[config.mk]
export PLATFORM = sky130hd
export DESIGN_NAME = counter_updown_param
export DESIGN_NICKNAME = d
export VERILOG_FILES = /design/src/rtl/counter_pkg.sv /design/src/rtl/counter_prescaler.sv /design/src/rtl/counter_updown_param.sv
export SDC_FILE = /design/constraint.sdc
export NUM_CORES = 1
export LEC_CHECK = 0
export BUFFER_PORTS_ARGS = -buffer_cell sky130_fd_sc_hd__buf_2
export CAP_MARGIN = 40
export CORE_AREA = 2 2 56 58
export CTS_CLUSTER_SIZE = 12
export DETAILED_ROUTE_END_ITERATION = 12
export DIE_AREA = 0 0 58 60
export HOLD_SLACK_MARGIN = 0.06
export MAX_ROUTING_LAYER = met4
export SLEW_MARGIN = 20
export SYNTH_ARGS = -nofsm -noshare
export SYNTH_HDL_FRONTEND = slang
export SYNTH_SLANG_ARGS = --single-unit
[constraint.sdc]
create_clock -name clk -period 1.8 [get_ports clk]
set_input_delay 0.36 -clock clk [delete_from_list [all_inputs] [get_ports clk]]
set_output_delay 0.36 -clock clk [all_outputs]
set_load 0.005 [all_outputs]
[src/rtl/counter_pkg.sv]
// Shared constants and direction encoding for the up/down counter family.
package counter_pkg;

  localparam int     COUNTER_DEFAULT_WIDTH    = 8;
  localparam longint COUNTER_DEFAULT_MODULUS  = 256;
  localparam int     COUNTER_DEFAULT_PRESCALE = 1;

  typedef enum logic {
    DIR_DOWN = 1'b0,
    DIR_UP   = 1'b1
  } dir_e;

endpackage

[src/rtl/counter_prescaler.sv]
// Divides qualified cycles (inc) by PRESCALE; tick marks the PRESCALE-th one.
// For PRESCALE=1 the register collapses to a constant and tick follows inc.
module counter_prescaler #(
  parameter int PRESCALE = 1
) (
  input  logic clk,
  input  logic reset,
  input  logic clr,
  input  logic inc,
  output logic tick
);

  localparam int            CW   = (PRESCALE > 1) ? $clog2(PRESCALE) : 1;
  localparam logic [CW-1:0] LAST = CW'(PRESCALE - 1);

  logic [CW-1:0] cnt;
  logic          terminal;

  assign terminal = (cnt == LAST);
  assign tick     = inc & terminal;

  // NOTE: sequential state uses non-blocking assignments so every flop samples pre-edge values.
  always_ff @(posedge clk or posedge reset) begin
    if (reset) begin
      cnt <= '0;
    end else if (clr) begin
      cnt <= '0;
    end else if (inc) begin
      cnt <= terminal ? '0 : cnt + CW'(1);
    end
  end

endmodule

[src/rtl/counter_updown_param.sv]
// Parameterised modulo up/down counter with load, clock enable and prescaler.
// Define COUNTER_SATURATE_EN to saturate at 0 / MODULUS-1 instead of wrapping.
module counter_updown_param
  import counter_pkg::*;
#(
  parameter int     WIDTH    = COUNTER_DEFAULT_WIDTH,
  parameter longint MODULUS  = COUNTER_DEFAULT_MODULUS,
  parameter longint INIT     = 0,
  parameter int     PRESCALE = COUNTER_DEFAULT_PRESCALE
) (
  input  logic             clk,
  input  logic             reset,
  input  logic             ce,
  input  logic             en,
  input  logic             dir,
  input  logic             load,
  input  logic [WIDTH-1:0] d,
  output logic [WIDTH-1:0] q,
  output logic             tc
);

  // One extra bit so MODULUS=2**WIDTH and the borrow below zero stay visible.
  localparam int               XW     = WIDTH + 1;
  localparam logic [XW-1:0]    MOD_X  = XW'(MODULUS);
  localparam logic [XW-1:0]    MAX_X  = XW'(MODULUS - 1);
  localparam logic [WIDTH-1:0] MAX_Q  = WIDTH'(MODULUS - 1);
  localparam logic [WIDTH-1:0] INIT_Q = WIDTH'(INIT);

  dir_e             dir_s;
  logic             tick;
  logic [XW-1:0]    d_x;
  logic [XW-1:0]    step_x;
  logic             at_limit;
  logic [WIDTH-1:0] q_next;
  logic             tc_next;

  assign dir_s = dir_e'(dir);
  assign d_x   = {1'b0, d};

  counter_prescaler #(
    .PRESCALE(PRESCALE)
  ) u_prescaler (
    .clk  (clk),
    .reset(reset),
    .clr  (ce & load),
    .inc  (ce & en),
    .tick (tick)
  );

  // Up overflows exactly onto MODULUS; down from 0 borrows into the top bit.
  assign step_x   = (dir_s == DIR_UP) ? {1'b0, q} + XW'(1) : {1'b0, q} - XW'(1);
  assign at_limit = (step_x == MOD_X) | step_x[XW-1];

  // NOTE: every output of this block gets a default first, so no latch is inferred.
  always_comb begin
    q_next  = q;
    tc_next = 1'b0;
    if (load) begin
      q_next = (d_x >= MOD_X) ? MAX_Q : d;
    end else if (tick) begin
`ifdef COUNTER_SATURATE_EN
      if (!at_limit) begin
        q_next  = step_x[WIDTH-1:0];
        tc_next = (dir_s == DIR_UP) ? (step_x == MAX_X) : (step_x == '0);
      end
`else
      if (at_limit) begin
        q_next  = (dir_s == DIR_UP) ? '0 : MAX_Q;
        tc_next = 1'b1;
      end else begin
        q_next  = step_x[WIDTH-1:0];
      end
`endif
    end
  end

  // With ce low nothing is written, so a tc pulse is stretched until ce returns.
  always_ff @(posedge clk or posedge reset) begin
    if (reset) begin
      q  <= INIT_Q;
      tc <= 1'b0;
    end else if (ce) begin
      q  <= q_next;
      tc <= tc_next;
    end
  end

endmodule

==> results of run 1 <==
metal layers:
layer | vias up | global-route usage (%) | share of wire (%)
met2 | 16 | 25.8 | 49
met5 | - | - | 0
met4 | 0 | 7.97 | 2.0
met1 | 402 | 21.6 | 46
met3 | 5 | 2.38 | 2.8
li1 | 425 | - | -
timing repair:
item	in CTS	in global routing
endpoints found under the setup margin	9	9
buffers inserted	2	0
resized for setup	10	8
pin swaps	13	7
gates cloned	1	0
hold endpoints to repair	9	0
hold buffers	1	0
cell families (layout without fill, tap and decap cells):
logic type / count (synthesis) / in the layout / share of synthesized area [%]
AOI/OAI and AO/OA: 33 / 34 / 27.1
and+or+nand+nor: 22 / 22 / 14.8
adders and majority gates: 13 / 13 / 20.2
DFF: 9 / 9 / 27.7
buffers and inverters: 8 / 52 / 3.70
xor gates and xnor gates: 6 / 6 / 6.47
registers in the layout, summed over array words and instances (netlist names):
signal	flops
q	8
tc	1
report_power, final:
part           total, mW  switching, mW  internal [mW]
sequential         0.304         0.0520          0.252
combinational      0.911          0.445          0.466
clock              0.157         0.0715         0.0854
total               1.37          0.568          0.803
cell type report:
cell class | instances | area [µm²] | share of cell area (%)
well taps | 33 | 41.3 | 3.28
repair buffers | 43 | 278 | 22.0
multi-input cells | 75 | 663 | 52.6
clock buffers | 4 | 26.3 | 2.09
inverters | 5 | 26.3 | 2.09
flip-flops and latches | 9 | 225 | 17.9
through the flow:
step,area (µm²),power (mW),instances
floorplan,856,0.771,91
global placement,1120,1.06,162
detailed placement,1120,1.07,162
CTS,1220,1.34,170
global route,1260,1.48,169
finish,1260,1.37,169
placed cells by master, fill, tap and decap left out, types with 2 or more instances in the layout:
cell	synthesis	routed
buf_6	0	2
maj3_2	5	5
ha_4	0	2
a21o_1	4	4
clkbuf_4	0	3
o21ai_4	1	2
ha_1	7	5
nor2_1	6	3
o22ai_1	2	2
nand3b_1	7	7
nor2_2	0	2
a21oi_1	12	7
a21oi_2	0	5
xor2_1	5	5
dfrtp_1	9	9
nand2_1	4	3
buf_4	0	18
buf_2	0	22
inv_1	5	4
o21ai_0	8	8
worst max-delay path: stages, from the launching register on:
cell      delay, ns
dfrtp_1        0.41
fa_2           0.37
a21o_1         0.20
a221oi_4       0.25
buf_6          0.17
o21ai_4        0.08
maj3_2         0.32
o22ai_1        0.14
worst min-delay path by stage:
| stage | start | to | slack (ns) |
|---|---|---|---|
| after global routing | d[4] | q[4]$_DFFE_PP0P_ | 0.39 |
| after floorplan | reset | q[0]$_DFFE_PP0P_ | 0.19 |
| after CTS | d[4] | q[4]$_DFFE_PP0P_ | 0.39 |
| final | d[4] | q[4]$_DFFE_PP0P_ | 0.40 |
| after detailed placement | reset | q[2]$_DFFE_PP0P_ | 0.34 |
| after global placement | reset | tc$_DFFE_PP0P_ | 0.34 |
==> flow_summary_export.csv, run 1 <==
group,metric,value,unit
global_routing,grt_pass1_vias,875,
routing,drt_drc_violations_left,0,
global_routing,gr-usage-all-layers,16.7,%
routing,route.final.wire_length,2.55,mm
yosys,ys_types,27,
timing,relSlewSlack,61.8,%
routing,via_per_inst,5.02,
timing,timing.final.crit_share,112,%
yosys,synth.avg_cell_area,8.92,µm²
power,vdd_ir_drop_max,558,µV
worst_setup_path,endpoint_kind,"flop",
routing,drt_pre_antenna_iters,4,
worst_setup_path,path_class,"flop to flop",
worst_setup_path,worst_r2r_endpoint,"q[4]$_DFFE_PP0P_",
power,p_per_area,1090,nW/µm²
floorplanning,fp.dieH,60,µm
min_path,hold_depth,3,
routing,routed-via-count,848,
worst_setup_path,regToRegSetupSlack,-0.22,ns
clocking,cts_max_path_buffers,2,
place,routabilityCongestion,0.853,
yosys,synth_most_common_cell,"a21oi_1",
yosys,seq_area_frac_synth,27.7,%
floorplanning,row_count,20,
timing,setup_total_negative_slack,-1.56,ns
timing,finalWorstPathRequiredPeriod,2.02,ns
place,dp_hpwl,1.86,mm
clocking,number_of_buffers_created_by_cts,3,
yosys,synth_top_area_cell,"dfrtp_1",
worst_setup_path,worstPathArrival,2.21,ns
cells_and_area,layout-drive-gt1-share,50.7,%
global_routing,globalRouteOverflowTotal,0,
cells_and_area,share_of_the_core_filled_with_cells_in_the_final_layout,43.4,%
clocking,htreeDepth,1,
worst_setup_path,ff2ff_path_depth,7,
outcome,failed_checks,"setup timing",
floorplanning,core,2900,µm²
clocking,clock_tree.root_cell,"clkbuf_4",
yosys,ys.flop_type,"dfrtp_1",
worst_setup_path,crit-reg2reg-launch,"q[0]$_DFFE_PP0P_",
clocking,clock_tree_from_tritoncts,"done",
worst_setup_path,crit_end,"q[4]$_DFFE_PP0P_",
floorplanning,io_pins,23,
cells_and_area,areaGrowthSynthToFinish,55.2,%
timing,fin_hold_ws,0.404,ns
floorplanning,dieWidth,58,µm
timing,postLayoutSetupSlackWorst,-0.220,ns
run,maxCapViolCount,0,
clocking,worst_skew_pair.late_latency,0.26,ns
floorplanning,die_area,3480,µm²
place,preCtsSetupSlack,-0.349,ns
timing,drv_slew,0,
worst_setup_path,cp-start-kind,"flop",
yosys,ys_warn_count,0,
global_routing,grt_pass1_wl,4.17,mm
routing,route.antenna.remaining_nets,0,
worst_setup_path,critical_path_peak_fanout,5,
yosys,synth_area_leaders,"dfrtp_1, ha_1, a21oi_1",
yosys,ys_top_cells_by_count,"a21oi_1, dfrtp_1, o21ai_0",
power,power.static_leakage,0.565,nW
routing,wl_per_cell,15.1,µm
worst_setup_path,cp.required,1.99,ns
timing,clk_skew,0.00764,ns
min_path,min_path_type,"primary input to flop",
timing,hold_viol,0,
routing,drt-initial-drc-count,16,
yosys,synth_enable_flop_cells,0,
clocking,clock_sink_count,9,
yosys,syn-cell-area,812,µm²
cells_and_area,fillCellCount,288,
yosys,async_flop_share,100,%
timing,grt_setup_unrepaired,"true",
yosys,syn_nets,113,
worst_setup_path,cp-startpoint,"q[0]$_DFFE_PP0P_",
clocking,clkTransAtPathRegs,0.06,ns
timing,fmax,495,MHz
yosys,synth_largest_type_area_fraction,27.7,%
cells_and_area,n_antenna_cell,0,
yosys,synthesized_instance_count,91,
global_routing,largest_net_degree_at_the_start_of_global_routing,14,
outcome,status,"complete, but fails checks",
timing,final-setup-viol-count,9,
cells_and_area,num-nets-final,159,
timing,worstMarginPinSlew,0.571,ns
global_routing,grt_antenna_before_repair,0,
yosys,postSynthRegisterBits,9,
floorplanning,start_util,28.0,%
place,place.port_buffers,22,
Power figures use the tool's default switching activity.
==> run 2: changes to the inputs <==
--- a/config.mk
+++ b/config.mk
@@ -12,7 +12,6 @@
 export DETAILED_ROUTE_END_ITERATION = 12
 export DIE_AREA = 0 0 58 60
 export HOLD_SLACK_MARGIN = 0.06
-export MAX_ROUTING_LAYER = met4
 export SLEW_MARGIN = 20
 export SYNTH_ARGS = -nofsm -noshare
 export SYNTH_HDL_FRONTEND = slang
==> flow_summary_export.csv, run 2 (synthesis gave the netlist of run 1 again) <==
group,metric,value,unit
floorplanning,fp.dieH,60,µm
worst_setup_path,endpoint_kind,"flop",
clocking,cts_max_path_buffers,2,
cells_and_area,share_of_the_core_filled_with_cells_in_the_final_layout,43.4,%
cells_and_area,layout.cells.most_common,"buf_2",
floorplanning,io_pins,23,
global_routing,gr-usage-all-layers,16.2,%
power,power.static_leakage,0.565,nW
routing,drt-initial-drc-count,17,
timing,drv_slew,0,
timing,timing.final.crit_share,112,%
timing,worstMarginPinSlew,0.577,ns
global_routing,largest_net_degree_at_the_start_of_global_routing,14,
worst_setup_path,cp-start-kind,"flop",
timing,postLayoutSetupSlackWorst,-0.220,ns
place,place.port_buffers,22,
floorplanning,dieWidth,58,µm
floorplanning,die_area,3480,µm²
timing,finalWorstPathRequiredPeriod,2.02,ns
worst_setup_path,ff2ff_path_depth,7,
routing,route.antenna.remaining_nets,0,
routing,via_per_inst,5.17,
routing,wl_per_cell,15.1,µm
clocking,clock_tree_from_tritoncts,"done",
power,p_per_area,1090,nW/µm²
timing,relSlewSlack,61.4,%
floorplanning,core,2900,µm²
clocking,clkTransAtPathRegs,0.07,ns
min_path,hold_depth,3,
clocking,number_of_buffers_created_by_cts,3,
cells_and_area,number_of_flip_flops_under_the_largest_register_name,8,
routing,drt_drc_violations_left,0,
cells_and_area,n_antenna_cell,0,
place,dpl.cell_count,162,
global_routing,groute.layer.met1.usage,21.3,%
clocking,clock_tree.root_cell,"clkbuf_4",
timing,setup_total_negative_slack,-1.59,ns
timing,fin_hold_ws,0.403,ns
timing,final-setup-viol-count,9,
floorplanning,row_count,20,
worst_setup_path,cp.required,1.99,ns
worst_setup_path,path_class,"flop to flop",
cells_and_area,layout_common_cells,"buf_2, buf_4, dfrtp_1",
worst_setup_path,worstPathArrival,2.21,ns
global_routing,globalRouteOverflowTotal,0,
global_routing,grt-busiest-layer,"met2",
global_routing,grt_pass1_wl,4.17,mm
cells_and_area,num-nets-final,159,
clocking,htreeDepth,1,
place,dp_hpwl,1.86,mm
global_routing,grt_antenna_before_repair,0,
floorplanning,start_util,28.0,%
outcome,status,"complete, but fails checks",
timing,hold_viol,0,
cells_and_area,fillCellCount,288,
global_routing,grt_use_met3,2.81,%
place,routabilityCongestion,0.840,
cells_and_area,areaGrowthSynthToFinish,55.2,%
min_path,min_path_type,"primary input to flop",
routing,routed-via-count,873,
timing,clk_skew,0.00912,ns
global_routing,globalRouteMet2Util,25.8,%
timing,fmax,495,MHz
global_routing,grt_pass1_vias,874,
worst_setup_path,critical_path_peak_fanout,5,
cells_and_area,top_register,"q",
cells_and_area,layout-drive-gt1-share,50.7,%
cells_and_area,largest_registers,"q: 8 flops, tc: 1 flops",
outcome,failed_checks,"setup timing",
cells_and_area,finish.cell_count_without_fillers,169,
routing,drt_pre_antenna_iters,4,
clocking,worst_skew_pair.late_latency,0.27,ns
routing,route.final.wire_length,2.55,mm
power,vdd_ir_drop_max,556,µV
clocking,clock_sink_count,9,
timing,grt_setup_unrepaired,"true",
run,maxCapViolCount,0,
[run 2: cell counts in the layout (fill, tap and decap cells not counted)]
Identical to the previous run, type by type.
[run 2: metrics by stage]
stage / area (µm²) / total power, mW / setup slack [ns]
final: 1260 / 1.37 / -0.220
after global routing: 1260 / 1.48 / -0.275
after detailed placement: 1120 / 1.07 / -0.349
after global placement: 1120 / 1.06 / -0.298
after CTS: 1220 / 1.34 / -0.188
after floorplan: 856 / 0.771 / -0.223
[run 2: where the power goes]
part           switching [mW]  leakage [nW]  internal, mW
Combinational           0.445         0.446         0.466
Sequential             0.0515         0.103         0.252
Clock                  0.0732        0.0150        0.0855
Total                   0.570         0.565         0.803
[run 2: timing repair]
action / in CTS / in global routing
cloned: 1 / 0
hold endpoints to repair: 9 / 0
hold buffers: 1 / 0
buffers inserted: 2 / 0
resized for setup: 10 / 8
endpoints found under the setup margin: 9 / 9
pin swaps: 13 / 7
[run 2: per-layer routing]
layer | routed length [µm] | vias up
met5 | 0 | -
met4 | 50 | 0
met3 | 93 | 5
met2 | 1260 | 18
met1 | 1150 | 426
li1 | - | 424
[run 2: final cells by class]
cell class                      count  area, µm²  area share, %
Sequential cell                     9        225           17.9
Timing Repair Buffer               43        278           22.0
Multi-Input combinational cell     75        663           52.6
Inverter                            5       26.3           2.09
Tap cell                           33       41.3           3.28
Clock buffer                        4       26.3           2.09
[run 2: path summary, 6_finish.rpt]
check                                 startpoint               end  slack [ns]
worst max-delay path            q[0]$_DFFE_PP0P_  q[4]$_DFFE_PP0P_       -0.22
worst min-delay path                        d[4]  q[4]$_DFFE_PP0P_        0.40
worst max register to register  q[0]$_DFFE_PP0P_  q[4]$_DFFE_PP0P_       -0.22
worst min register to register    tc$_DFFE_PP0P_    tc$_DFFE_PP0P_        0.55
max in group asynchronous                  reset  q[2]$_DFFE_PP0P_        0.95
min in group asynchronous                  reset  q[4]$_DFFE_PP0P_        0.60
[run 2: worst max-delay path: stages, from the launching register on]
cell and delay [ns]:
dfrtp_1 0.41, fa_2 0.37, a21o_1 0.20, a221oi_4 0.25, buf_6 0.17, o21ai_4 0.08
maj3_2 0.32, o22ai_1 0.14
